===== config.mk =====
export PLATFORM = sky130hd
export DESIGN_NAME = enc4to2_serial
export DESIGN_NICKNAME = d
export VERILOG_FILES = /design/src/rtl/enc4to2_serial_pkg.sv /design/src/rtl/enc4to2_serial_prio_enc4.sv /design/src/rtl/enc4to2_serial.sv
export SDC_FILE = /design/constraint.sdc
export NUM_CORES = 1
export LEC_CHECK = 0
export BUFFER_PORTS_ARGS = -buffer_cell sky130_fd_sc_hd__buf_4
export CORE_MARGIN = 2
export CORE_UTILIZATION = 32
export DETAILED_ROUTE_END_ITERATION = 7
export MAX_ROUTING_LAYER = met4
export RECOVER_POWER = 100
export SYNTH_ARGS = -nofsm -noshare
export SYNTH_HDL_FRONTEND = slang
export SYNTH_SLANG_ARGS = --single-unit

===== constraint.sdc =====
create_clock -name clk -period 1.07 [get_ports clk]
set_clock_uncertainty 0.05 [all_clocks]
set_input_delay 0.214 -clock clk [delete_from_list [all_inputs] [get_ports clk]]
set_output_delay 0.214 -clock clk [all_outputs]
set_load 0.02 [all_outputs]

===== src/rtl/enc4to2_serial_pkg.sv =====
// enc_pkg: shared widths and FSM state encoding for the serial 4-to-2 encoder
package enc_pkg;
    localparam int N_REQ = 4;
    localparam int IDX_W = 2;
    typedef logic [0:0] state_t;
    localparam state_t IDLE = 1'b0;
    localparam state_t HOLD = 1'b1;
endpackage


===== src/rtl/enc4to2_serial_prio_enc4.sv =====
// prio_enc4: combinational 4-bit priority encoder with selectable direction
import enc_pkg::*;
module prio_enc4 #(
    parameter bit PRIO_HIGH = 1'b1
) (
    input  logic [N_REQ-1:0] req,
    output logic [IDX_W-1:0] idx,
    output logic             any
);
    // pick the winning index; with no request the index is 0
    always_comb begin
        any = |req;
        idx = PRIO_HIGH ? (req[3] ? 2'd3 : req[2] ? 2'd2 : req[1] ? 2'd1 : 2'd0)
                        : (req[0] ? 2'd0 : req[1] ? 2'd1 : req[2] ? 2'd2 : req[3] ? 2'd3 : 2'd0);
    end
endmodule


===== src/rtl/enc4to2_serial.sv =====
// enc4to2_serial: sticky request register drained one index per handshake
import enc_pkg::*;
module enc4to2_serial #(
    parameter bit PRIO_HIGH = 1'b1
) (
    input  logic             clk,
    input  logic             rst_n,
    input  logic             En,
    input  logic [N_REQ-1:0] D,
    input  logic             Rdy,
    output logic [IDX_W-1:0] A,
    output logic             V,
    output logic [N_REQ-1:0] Pend
);
    state_t           state;
    logic [N_REQ-1:0] clr;
    logic [N_REQ-1:0] remain;
    logic [IDX_W-1:0] win_idx;
    logic             win_any;

    // acknowledged bit is cleared; same-edge captures are not part of remain
    always_comb begin
        clr    = (V && Rdy) ? (N_REQ'(1) << A) : '0;
        remain = Pend & ~clr;
    end

    prio_enc4 #(.PRIO_HIGH(PRIO_HIGH)) u_prio (
        .req(remain),
        .idx(win_idx),
        .any(win_any)
    );

    // pending register, FSM and registered outputs all advance on one edge
    always_ff @(posedge clk or negedge rst_n) begin
        if (!rst_n) begin
            state <= IDLE;
            A     <= '0;
            V     <= 1'b0;
            Pend  <= '0;
        end else begin
            Pend <= remain | (En ? D : '0);
            if (state == IDLE || Rdy) begin
                if (win_any) begin
                    state <= HOLD;
                    A     <= win_idx;
                    V     <= 1'b1;
                end else begin
                    state <= IDLE;
                    V     <= 1'b0;
                end
            end
        end
    end
endmodule


After elaboration in Yosys (flattened, before gate mapping)
Cells that the tools add are included.
{"block": "op_classes", "bitwise_logic": 4, "shifts": 1, "n_reduce_logical": 4, "mux": 6}
{"op": "2-to-1 mux 4 bit", "n": 2}
{"op": "bitwise AND 4 bit", "n": 1}
{"op": "2-to-1 mux 2 bit", "n": 2}
{"op": "inverter 4 bit", "n": 1}
{"op": "OR 4 bit", "n": 1}
{"op": "OR reduction 4 bit", "n": 1}
{"op": "<< shifter 1 x 2 -> 4 bit, first input constant", "n": 1}
{"op": "2-to-1 mux 1 bit", "n": 2}
{"op": "AND reduction 2 bit", "n": 1}
{"op": "logical AND 1 bit", "n": 1}
{"op": "logical OR 1 bit", "n": 1}
{"op": "inverter 1 bit", "n": 1}
{"block": "totals", "ff_bits": 7}

Longest topological paths before layout
{"block": "depth", "depth_word": 7, "mapped_depth": 5}

Modules after synthesis
From an unflattened synthesis, not the netlist that was laid out.
{"block": "unflattened", "cells_unflattened": 27, "area_unflattened_um2": 314.1}
{"mod": "enc4to2_serial", "n_inst": 1, "area_each_um2": 290.3, "cells_each": 23}
{"mod": "prio_enc4", "n_inst": 1, "area_each_um2": 23.8, "cells_each": 4}

Worst setup path before layout
OpenSTA, ideal clock, no wires.
{"block": "synth_timing", "kind": "register -> register", "start": "register A[0]", "end": "register A[1]", "setup_ps": 118, "arrival_ps": 1072, "path_stages_with_launch": 6, "path_buffers": 1, "slack_ps": -170, "synth_period_minus_slack_ps": 1240, "path_cell_list": "dfrtp_1 buf_6 nand3b_4 a21oi_2 a21oi_1 a21o_1"}
{"block": "synth_between", "elab_chain_cells": 6, "word_cells_on_any_way": 8, "classes_between": "shift: 1; mux: 3; bitwise: 2; reduce/logical: 2"}
{"element": "from (decl)", "line": "enc4to2_serial.sv:11", "source": "output logic [IDX_W-1:0] A,"}
{"element": "from (signal assigned)", "line": "enc4to2_serial.sv:45", "source": "A <= win_idx;"}
{"element": "<< shifter 1 x 2 -> 4 bit (*)", "line": "enc4to2_serial.sv:23", "source": "clr = (V && Rdy) ? (N_REQ'(1) << A) : '0;"}
{"element": "2-to-1 mux 4 bit (*)", "line": "enc4to2_serial.sv:23"}
{"element": "inverter 4 bit (*)", "line": "enc4to2_serial.sv:24", "source": "remain = Pend & ~clr;"}
{"element": "bitwise AND 4 bit (*)", "line": "enc4to2_serial.sv:24"}
{"element": "OR reduction 4 bit or 2-to-1 mux 2 bit (tied branches)", "line": "enc4to2_serial_prio_enc4.sv:12, enc4to2_serial_prio_enc4.sv:13"}
{"element": "AND reduction 2 bit (no line) or 2-to-1 mux 2 bit (tied branches)"}
Every way passes the cells marked *; elsewhere a longest branch is shown, timed or not.
A chain may end at the register's enable or synchronous reset.

Worst setup path in the final report
{"block": "layout_timing", "start": "register Pend[2]", "end": "output port Pend[2]"}
{"element": "from (decl)", "line": "enc4to2_serial.sv:13", "source": "output logic [N_REQ-1:0] Pend"}
{"element": "from (signal assigned)", "line": "enc4to2_serial.sv:41", "source": "Pend <= remain | (En ? D : '0);"}
No word-level cell between the ends.

==> results.toml <==
[min_path]
min_path_cells = 3
hold_path_end = "Pend[0]"
min-delay-start = "D[0]"
hp-class = "in -> reg"

[final_layout]
area_delta_synth_final_pct = 72.9
layout-drive-gt1-share = 0.592
diodes = 0
final_util = 0.588
fillerInstances = 120
final_cell_count_no_fill = 91
nNetsFinal = 85
fin_area_um2 = 766

[critical_path]
critical_path_class = "reg -> out"
r2r_setup_slack_ns = -0.13
timing.critical_path.buf_inv = 2
crit_path_cell_trace = "buf_6 -> buf_6"
cp.arrival_ns = 0.94
rr_startpoint = "A[0]"
required_ns = 0.81
crit_path_end_kind = "primary output"
crit_path_top_delay_cell = "dfrtp_2"
crit_family = "flip-flops"
r2r_end = "V"
start_kind = "flip-flop"
cpPeakStageDelay_ns = 0.44
worstRegToRegCells = 4
cp_common_cell = "buf_6"
crit_fanout = 5

[cts]
root_buffer = "clkbuf_4"
insertion_delay_ns = 0.25
cts_tree = "yes"
clkSlewWorstSetupHoldPaths_ns = 0.06
htree_levels = 1
numClockSinks = 7
cts_buffers = 3
clockBufferDepth = 2

[synthesis]
synth.net_count = 53
synth_commonest_cells = "7 x dfrtp_1, 4 x nand2_1, 3 x a21oi_1, 3 x a22o_1"
synth.area.top_cells = "dfrtp_1 40%, a22o_1 5.9%, buf_6 5.1%, nand3b_4 4.5%, nand4b_1 4.0%"
yosysWarningCount = 0
ys_async_sr_fraction = 1.00
netlist.area_leader.share = 0.395
synth-edff-count = 0
synth_most_common_cell = "dfrtp_1"
netlist_area_um2 = 443
syn_area_per_cell_um2 = 9.84
synth_flop_cell = "dfrtp_1"
synth_cells = 45
yosys.area.top_type = "dfrtp_1"
ys_types = 26
synth_seq_cells = 7
seq_area_frac_synth = 0.395

[grt]
busiest_layer = "met2"
grt_pass1_wl_mm = 1.88
antenna_found_initial = 0
grt_pass1_vias = 397
grt_max_degree = 13
grt_overflow = 0
use_met3 = 0.0815
grtUsageTotal = 0.187
grt_util_met2 = 0.277
grt_use_met1 = 0.232

[drt]
vias = 455
drtIter0Drc = 14
viasPerCell = 5.00
drt-total-wl_mm = 1.29
drc = 0
ant_nets = 0
dr.pass1.iters = 2
wl_per_cell_um = 14.1

[power]
power_mw = 2.34
vdd_ir_drop_max_mv = 1.18
power.leakage_nw = 0.350
power_density_nw_per_um2 = 3060

[placement]
place_area_um2 = 579
dp_hpwl_um = 759
port-buffer-count = 14
dpl.cell_count = 75
gp_congestion = 0.815

[run]
max_cap_violations = 0

[timing]
setup_violations = 11
rsz0062_at_grt = "true"
hold_viol_final = 0
min_period_ns = 1.21
holdWs_ns = 0.124
maxSlewHeadroom = 0.723
max_freq_mhz = 828
slew_violations = 0
finalCritPeriodShare = 1.13
tightest_slew_ns = 0.415
fin_ws_ns = -0.138

[floorplanning]
io_pins = 15
initial_utilization = 0.340
coreArea_um2 = 1300
dieArea_um2 = 1700
die_y_um = 41.2
rows = 13
die_x_um = 41.2

[status]
outcome = "finished with violations"
violations = "negative setup slack"
through the flow:
step                setup TNS [ns]  setup slack [ns]
floorplan                   -0.381            -0.136
global placement            -0.269           -0.0895
detailed placement          -0.284            -0.101
CTS                         -0.917            -0.141
global route                 -1.44            -0.188
finish                      -0.967            -0.138
layout by cell type (no fill, tap or decap), drive strengths merged, types with 3 or more instances in the layout:
master	n
buf	29
dfrtp	7
nand2	5
clkbuf	5
a21oi	4
a22o	3
o21ai	3
sequential cells by signal, summed over array words and instances, names as in the netlist:
register	cells
A	2
Pend	4
V	1
power breakdown:
group | internal [mW] | switching (mW) | total, mW
combinational | 0.885 | 0.660 | 1.55
clock | 0.143 | 0.111 | 0.254
sequential | 0.400 | 0.142 | 0.542
per-layer routing:
layer / up-vias / share of wire
li1: 230 / -
met1: 212 / 0.45
met2: 11 / 0.50
met3: 2 / 0.046
met4: 0 / 0.0023
met5: - / 0
how the worst max path moves through the flow:
stage,cells past startpoint,from,endpoint
final,2,Pend[2],Pend[2]
after global routing,5,A[0],A[0]
after CTS,2,Pend[2],Pend[2]
after detailed placement,4,A[0],A[1]
after global placement,4,A[0],A[1]
after floorplan,5,A[0],A[1]
worst min-delay path, cell delays in order:
cell	delay [ns]
buf_4	0.07
nand2_1	0.04
nand2_1	0.06
timing repair:
item	CTS	global route
gates cloned	0	0
pin swaps	2	2
hold buffers	1	0
buffers inserted	10	1
resized for setup	14	7
setup endpoints to repair	12	13
endpoints found under the hold margin	7	0
area by class of cell:
| type | count | area (um^2) | area share |
|---|---|---|---|
| clock buffers | 4 | 26.3 | 0.0343 |
| inverters | 2 | 7.51 | 0.00980 |
| multi-input cells | 32 | 250 | 0.327 |
| flip-flops and latches | 7 | 183 | 0.239 |
| well taps | 15 | 18.8 | 0.0245 |
| repair buffers | 31 | 280 | 0.366 |
cell families (layout without fill, tap and decap cells):
kind of cell / after synthesis / after routing / synth area share
compound gates: 19 / 19 / 0.308
buf+inv: 6 / 37 / 0.102
flops: 7 / 7 / 0.395
simple gates: 13 / 13 / 0.195
No activity file was read; power rests on OpenSTA's default activity.
